<file path="src/rtl/alu_operand_stage.sv">
// alu_operand_stage: operand-fetch stage in front of alu16.
//   Holds an NREG x W register file (R0 reads as zero) and a one-entry
//   pipeline register. Each accepted issue captures both source operands,
//   the opcode and the destination index. The bundle is then held for the
//   ALU under a valid/ready handshake. ALU results return on the wb_* port.
//
// Optional feature (compile-time macro OPERAND_BYPASS_EN):
//   When defined, a write-back on the accept edge forwards into the
//   captured operand if its index matches (never for R0).
//   When undefined, no forwarding comparators exist. The captured operand
//   is then the pre-write register value.
//
// Ports:
//   clk, reset               clock, asynchronous active-high reset
//   in_valid / in_ready      issue handshake (in_ready is combinational)
//   in_rs, in_rt, in_rd      source A/B and destination register indices
//   in_alu_op                ALU opcode, passed through
//   out_valid / out_ready    operand-bundle handshake
//   out_a, out_b             registered operands for alu16
//   out_alu_op, out_rd       registered opcode and destination
//   wb_en, wb_addr, wb_data  register-file write-back port
module alu_operand_stage #(
  parameter int unsigned NREG = 8,
  parameter int unsigned W    = 16,
  localparam int unsigned AW  = $clog2(NREG)
) (
  input  logic          clk,
  input  logic          reset,
  input  logic          in_valid,
  output logic          in_ready,
  input  logic [AW-1:0] in_rs,
  input  logic [AW-1:0] in_rt,
  input  logic [AW-1:0] in_rd,
  input  logic [2:0]    in_alu_op,
  output logic          out_valid,
  input  logic          out_ready,
  output logic [W-1:0]  out_a,
  output logic [W-1:0]  out_b,
  output logic [2:0]    out_alu_op,
  output logic [AW-1:0] out_rd,
  input  logic          wb_en,
  input  logic [AW-1:0] wb_addr,
  input  logic [W-1:0]  wb_data
);

  logic [W-1:0]  r_regs [NREG];
  logic          r_out_valid;
  logic [W-1:0]  r_out_a;
  logic [W-1:0]  r_out_b;
  logic [2:0]    r_out_alu_op;
  logic [AW-1:0] r_out_rd;

  logic          w_accept;
  logic          w_wb_write;
  logic [W-1:0]  w_rd_a;
  logic [W-1:0]  w_rd_b;
  logic [W-1:0]  w_op_a;
  logic [W-1:0]  w_op_b;

  // Write-back qualified: R0 is never written.
  assign w_wb_write = wb_en && (wb_addr != '0);

  // Register file write port.
  always_ff @(posedge clk or posedge reset) begin
    if (reset) begin
      for (int i = 0; i < NREG; i++) r_regs[i] <= '0;
    end else if (w_wb_write) begin
      r_regs[wb_addr] <= wb_data;
    end
  end

  // Combinational reads; index 0 forced to zero.
  assign w_rd_a = (in_rs == '0) ? '0 : r_regs[in_rs];
  assign w_rd_b = (in_rt == '0) ? '0 : r_regs[in_rt];

`ifdef OPERAND_BYPASS_EN
  // Forward a same-edge write-back. w_wb_write already excludes R0.
  assign w_op_a = (w_wb_write && (wb_addr == in_rs)) ? wb_data : w_rd_a;
  assign w_op_b = (w_wb_write && (wb_addr == in_rt)) ? wb_data : w_rd_b;
`else
  assign w_op_a = w_rd_a;
  assign w_op_b = w_rd_b;
`endif

  // Handshake: a held bundle frees the slot when it transfers this cycle.
  assign in_ready = !r_out_valid || out_ready;
  assign w_accept = in_valid && in_ready;

  // Pipeline register: operands captured on accept only, held otherwise.
  always_ff @(posedge clk or posedge reset) begin
    if (reset) begin
      r_out_valid  <= 1'b0;
      r_out_a      <= '0;
      r_out_b      <= '0;
      r_out_alu_op <= 3'b000;
      r_out_rd     <= '0;
    end else if (w_accept) begin
      r_out_valid  <= 1'b1;
      r_out_a      <= w_op_a;
      r_out_b      <= w_op_b;
      r_out_alu_op <= in_alu_op;
      r_out_rd     <= in_rd;
    end else if (out_ready) begin
      r_out_valid  <= 1'b0;
    end
  end

  assign out_valid  = r_out_valid;
  assign out_a      = r_out_a;
  assign out_b      = r_out_b;
  assign out_alu_op = r_out_alu_op;
  assign out_rd     = r_out_rd;

endmodule

</file>
<file path="config.mk">
export PLATFORM = sky130hd
export DESIGN_NAME = alu_operand_stage
export DESIGN_NICKNAME = d
export VERILOG_FILES = /design/src/rtl/alu_operand_stage.sv
export SDC_FILE = /design/constraint.sdc
export NUM_CORES = 1
export LEC_CHECK = 0
export BUFFER_PORTS_ARGS = -buffer_cell sky130_fd_sc_hd__buf_2
export CORE_MARGIN = 2
export CORE_UTILIZATION = 41
export CTS_CLUSTER_SIZE = 14
export DETAILED_ROUTE_END_ITERATION = 7
export GPL_TIMING_DRIVEN = 0
export MAX_ROUTING_LAYER = met4
export PLACE_DENSITY = 0.63
export SLEW_MARGIN = 10
export SYNTH_ARGS = -nofsm -noshare
export SYNTH_HDL_FRONTEND = slang
export SYNTH_SLANG_ARGS = --single-unit
</file>
<file path="constraint.sdc">
create_clock -name clk -period 5.87 [get_ports clk]
set_input_delay 0.2935 -clock clk [delete_from_list [all_inputs] [get_ports clk]]
set_output_delay 0.2935 -clock clk [all_outputs]
set_load 0.01 [all_outputs]
</file>
* Yosys cells after proc, flatten, opt, wreduce, memory -nomap -nowiden *
Cells that the tools add are included.

cells by class
  order comparisons = 4
  muxes and demuxes = 13
  bitwise logic cells = 3
  reductions and logical operators = 9

operators by type and width
  operator                                             number
  bitwise mux 128 bit                                  1
  2-to-1 mux 16 bit                                    7
  binary-select mux 16 bit (select 3 bit)              2
  demux 16 bit (select 3 bit)                          1
  >= comparator 4 bit (second input constant)          3
  NOT 3 -> 4 bit                                       3
  zero test 3 bit                                      2
  < comparator 4 x 1 -> 1 bit (second input constant)  1
  logical AND 1 bit                                    3
  nonzero test 3 bit                                   1
  2-to-1 mux 1 bit                                     2
  nonzero test 2 bit                                   1
  zero test 1 bit                                      1
  logical OR 1 bit                                     1

word-level totals
  register bits = 167
  input bits = 36
  word-level logic and storage cells = 42

* Longest topological paths before layout *
  depth in word-level cells = 6
  gate-level depth with buffers = 6
  mapped depth without buffers = 3

* Worst setup path after synthesis *
Ideal clock, no wire load.

  path kind = in2reg
  from = in wb_en
  to = reg r_regs[48] (netlist name)
  library setup time = 0.127 ns
  arrival = 1.279 ns
  data required time = 5.743 ns
  slack = 4.464 ns
  stages = 5
  path buffers = 2
  cell sequence = buf_4 > nand2_2 > nor3_4 > buf_6 > mux2_1

between the ends
  cells in the longest elaborated chain, start to end = 1

RTL lines
  item                             RTL line  RTL
  from (decl)                      41        input logic wb_en,
  logical AND 1 bit                61        assign w_wb_write = wb_en && (wb_addr != '0);
  to (signal, indexed assignment)  68        r_regs[wb_addr] <= wb_data;
  to (decl)                        46        logic [W-1:0] r_regs [NREG];

Every way passes these cells.
A chain may end at the register's enable or synchronous reset.

* Final worst setup path *
  from = reg r_out_valid (netlist: out_valid)
  to = out in_ready

between the ends
  cells in the longest elaborated chain, start to end = 2

RTL lines
  item                    RTL line  RTL
  from (decl)             47        logic r_out_valid;
  from (signal assigned)  92        r_out_valid <= 1'b0;
  from (signal assigned)  98        r_out_valid <= 1'b1;
  from (signal assigned)  104       r_out_valid <= 1'b0;
  zero test 1 bit         86        assign in_ready = !r_out_valid || out_ready;
  logical OR 1 bit        86
  to (decl)               30        output logic in_ready,

Every way passes these cells.

==> parameters.txt <==
Parameter                              Value

Floorplanning
  Starting density of the core    0.4223
  Die width    140.7 um
  Area of the core    18150 sq um
  Floorplan row count    49
  Die ar.    about 20000 sq um
  Count of pins on the block boundary    76
  Die height    140.7 um

Power and ir drop
  Power, Total    between 3 and 4 mW
  Fraction of power spent switching nets    0.2891
  Internal power    2.220 mW
  Net switching power    0.9029 mW
  Power per cell area    351.8 nW/um^2
  Sequential share of power    0.459
  Clock share of power    0.327
  Worst IR drop on VDD    0.1896 mV
  Static leakage    just under 4 nW
  Part of the total power dissipated in combinational logic    0.214

Timing
  Slew Viols, Final    0
  Final setup TNS    0 ns
  RSZ-0062 raised after global routing    false
  Max_slew headroom    0.4134
  Ratio of final minimum period to clock period    0.3484
  Final setup fails    0
  Fin Clk Skew    0.01074 ns
  Slew at the pin closest to its max-slew limit    0.8799 ns
  Min cycle time layout    2.045 ns
  Number of endpoints with negative hold slack in the final report    0
  Fmax    488.9 MHz

Cells and area
  Highest-count cells in the layout ignoring fill and taps    sky130_fd_sc_hd__dfrtp_1, sky130_fd_sc_hd__mux2_2, sky130_fd_sc_hd__buf_2, sky130_fd_sc_hd__mux2i_1, sky130_fd_sc_hd__a21oi_1
  Diode insertion count for antenna repair    0
  Count of filler cells inserted in the layout    1595
  Layout Area Growth over Synthesis    15.82%
  Fraction of layout cells with a size suffix above 1    0.4111
  Post-route insts no fill    893
  Most frequent standard cell in the layout excluding fill and tap cells    sky130_fd_sc_hd__dfrtp_1
  Number of nets in the final layout    slightly below 700
  Post-route core utilization    0.4891

Setup path
  Cell at the slowest stage of the critical path    sky130_fd_sc_hd__clkbuf_1
  Max stage delay on crit path    0.46 ns
  Kind of cell adding the most delay to the critical path    buffers and inverters
  Critical path peak fanout    10
  CP Capture Type    primary output
  Launching element type of the critical path    register
  Cell repeated most along the worst path    sky130_fd_sc_hd__buf_2
  WP buf/inv    3
  Ordered cell list for the critical path    nand2b_1 -> buf_2 -> clkbuf_1 -> buf_2
  Register-to-register setup slack    4.11 ns
  Data arrival, critical path    approximately 1.8 ns
  Required time of the critical path    5.58 ns
  Crit Path Class    register to primary output

Clock tree
  Cts hold-fix bufs    1
  Total setup buffers inserted after CTS    0
  Number of H-tree branching levels    4
  CTS clock-pin slew for the worst setup and hold paths    0.06 ns
  TritonCTS clock tree    built
  Post-CTS resize count    0
  Number of buffers created by CTS    17
  Clock latency on the worst-skew pair    0.43 ns
  Clock sink total    151
  Max clock buf depth    2
  Clk root buf    sky130_fd_sc_hd__clkbuf_16

Synthesis
  Net count after synthesis    between 500 and 600
  Yosys reg bits    151
  Count of flip-flops with a built-in enable after synthesis    0
  Mean area per synthesized cell    13.61 sq um
  Fraction of the yosys area taken by sequential cells    0.4931
  Primary FF master, synth    sky130_fd_sc_hd__dfrtp_1
  Count of distinct cell types in the synthesized netlist    29
  Total standard cell area after synthesis    between 7000 and 8000 sq um
  Share of flip-flops with an asynchronous set or reset    1.000
  Ys Warns    0
  Post-Synthesis Cells    between 500 and 600

Global routing
  Largest net degree at the start of global routing    96
  First-pass GRT wire length    34.01 mm
  Initial antenna violation count    0
  GRT overflow    0
  Total global-route track usage    0.2378
  Vias in the first global route    roughly 5.6k

Drt
  Number of iterations in the first detailed-routing pass    5
  DRT antenna net count    0
  Vias per cell    6.053
  Iter 0 DRT Violations    between 400 and 500
  Via count    5405
  Number of remaining DRC errors    0
  Total wirelength of the detailed-routed design    approximately 22 mm
  WL/cell    25.07 um

Placement
  Port buffer count    68
  Final weighted congestion of routability-driven global placement    0.8366
  Half-perimeter wire length after detailed placement    14.12 mm
  Placed insts    ~860

Flow run
  Max capacitance violation total    0

Outcome
  Run status    finished, final reports clean

Worst hold path
  Type of the most critical hold path    primary input to register
-- sequential cells by signal, indices dropped and copies added (netlist names) --
| name | flops |
|---|---|
| out_alu_op | 3 |
| r_regs | 112 |
| out_valid | 1 |
| out_a | 16 |
| out_rd | 3 |
| out_b | 16 |
-- synthesized netlist by cell type (all sizes together) (3+ instances only) --
library cell | number | area, sq um
a21oi | 34 | 170.2
mux2 | 148 | 1742
a31oi | 32 | 200.2
mux2i | 62 | 620.6
nand4b | 3 | 71.32
nand2b | 7 | 43.79
buf | 41 | 329.1
dfrtp | 151 | 3779
o22a | 28 | 245.2
nand2 | 3 | 13.77
clkbuf | 7 | 26.28
and2 | 3 | 18.77
a2bb2oi | 3 | 26.28
a22oi | 28 | 210.2
-- per-stage QoR --
stage | setup WS (ns) | hold slack (ns) | area [sq um]
3_3_place_gp | -0.1131 | 0.4608 | 8290
6_report | 3.825 | 0.08284 | 8876
4_1_cts | 3.795 | 0.07615 | 8876
3_5_place_dp | 4.108 | 0.3470 | 8325
2_1_floorplan | 1.512 | 0.4252 | 7664
5_1_grt | 3.658 | 0.07849 | 8876
-- area by class of cell --
cell class | instances | area [sq um] | area share
Buffer | 48 | 355.3 | 0.04003
Clock buffer | 21 | 460.4 | 0.05187
Clock inverter | 10 | 80.08 | 0.009022
Inverter | 2 | 15.01 | 0.001692
Multi-Input combinational cell | 362 | 3522 | 0.3968
Sequential cell | 151 | 3779 | 0.4257
Tap cell | 229 | 286.5 | 0.03228
Timing Repair Buffer | 70 | 377.9 | 0.04257
-- kinds of logic after synthesis --
kind of cell,count (synthesis),share of synthesized area
mux,212,0.3141
simple gates,22,0.03069
flops,151,0.4931
compound gates,128,0.1148
buf+inv,50,0.04735
-- power groups by stage --
stage | registers (mW) | logic (mW) | clock network [mW]
after CTS | 1.43 | 0.667 | 1.03
after detailed placement | 1.44 | 0.661 | 0
after floorplan | 1.41 | 0.459 | 0
final | 1.43 | 0.667 | 1.02
after global routing | 1.46 | 0.723 | 1.08
after global placement | 1.43 | 0.638 | 0
-- final timing paths --
check | from | endpoint | cells past startpoint
min in group asynchronous | reset | out_alu_op[0]$_DFFE_PP0P_ | 3
setup reg to reg | out_valid$_DFFE_PP0P_ | out_a[3]$_DFFE_PP0P_ | 5
setup / recovery | out_valid$_DFFE_PP0P_ | in_ready | 4
max in group asynchronous | reset | r_regs[7]$_DFFE_PP0P_ | 4
hold reg to reg | out_rd[2]$_DFFE_PP0P_ | out_rd[2]$_DFFE_PP0P_ | 1
hold / removal | in_rd[2] | out_rd[2]$_DFFE_PP0P_ | 2
-- routing by layer --
| metal | vias up | part of all wire | global-route usage |
|---|---|---|---|
| li1 | 2327 | - | - |
| met1 | 2809 | 0.43 | 0.3110 |
| met2 | 219 | 0.48 | 0.3751 |
| met3 | 50 | 0.057 | 0.04008 |
| met4 | 0 | 0.026 | 0.08737 |
| met5 | - | 0 | - |
No activity file was read; power rests on OpenSTA's default activity.
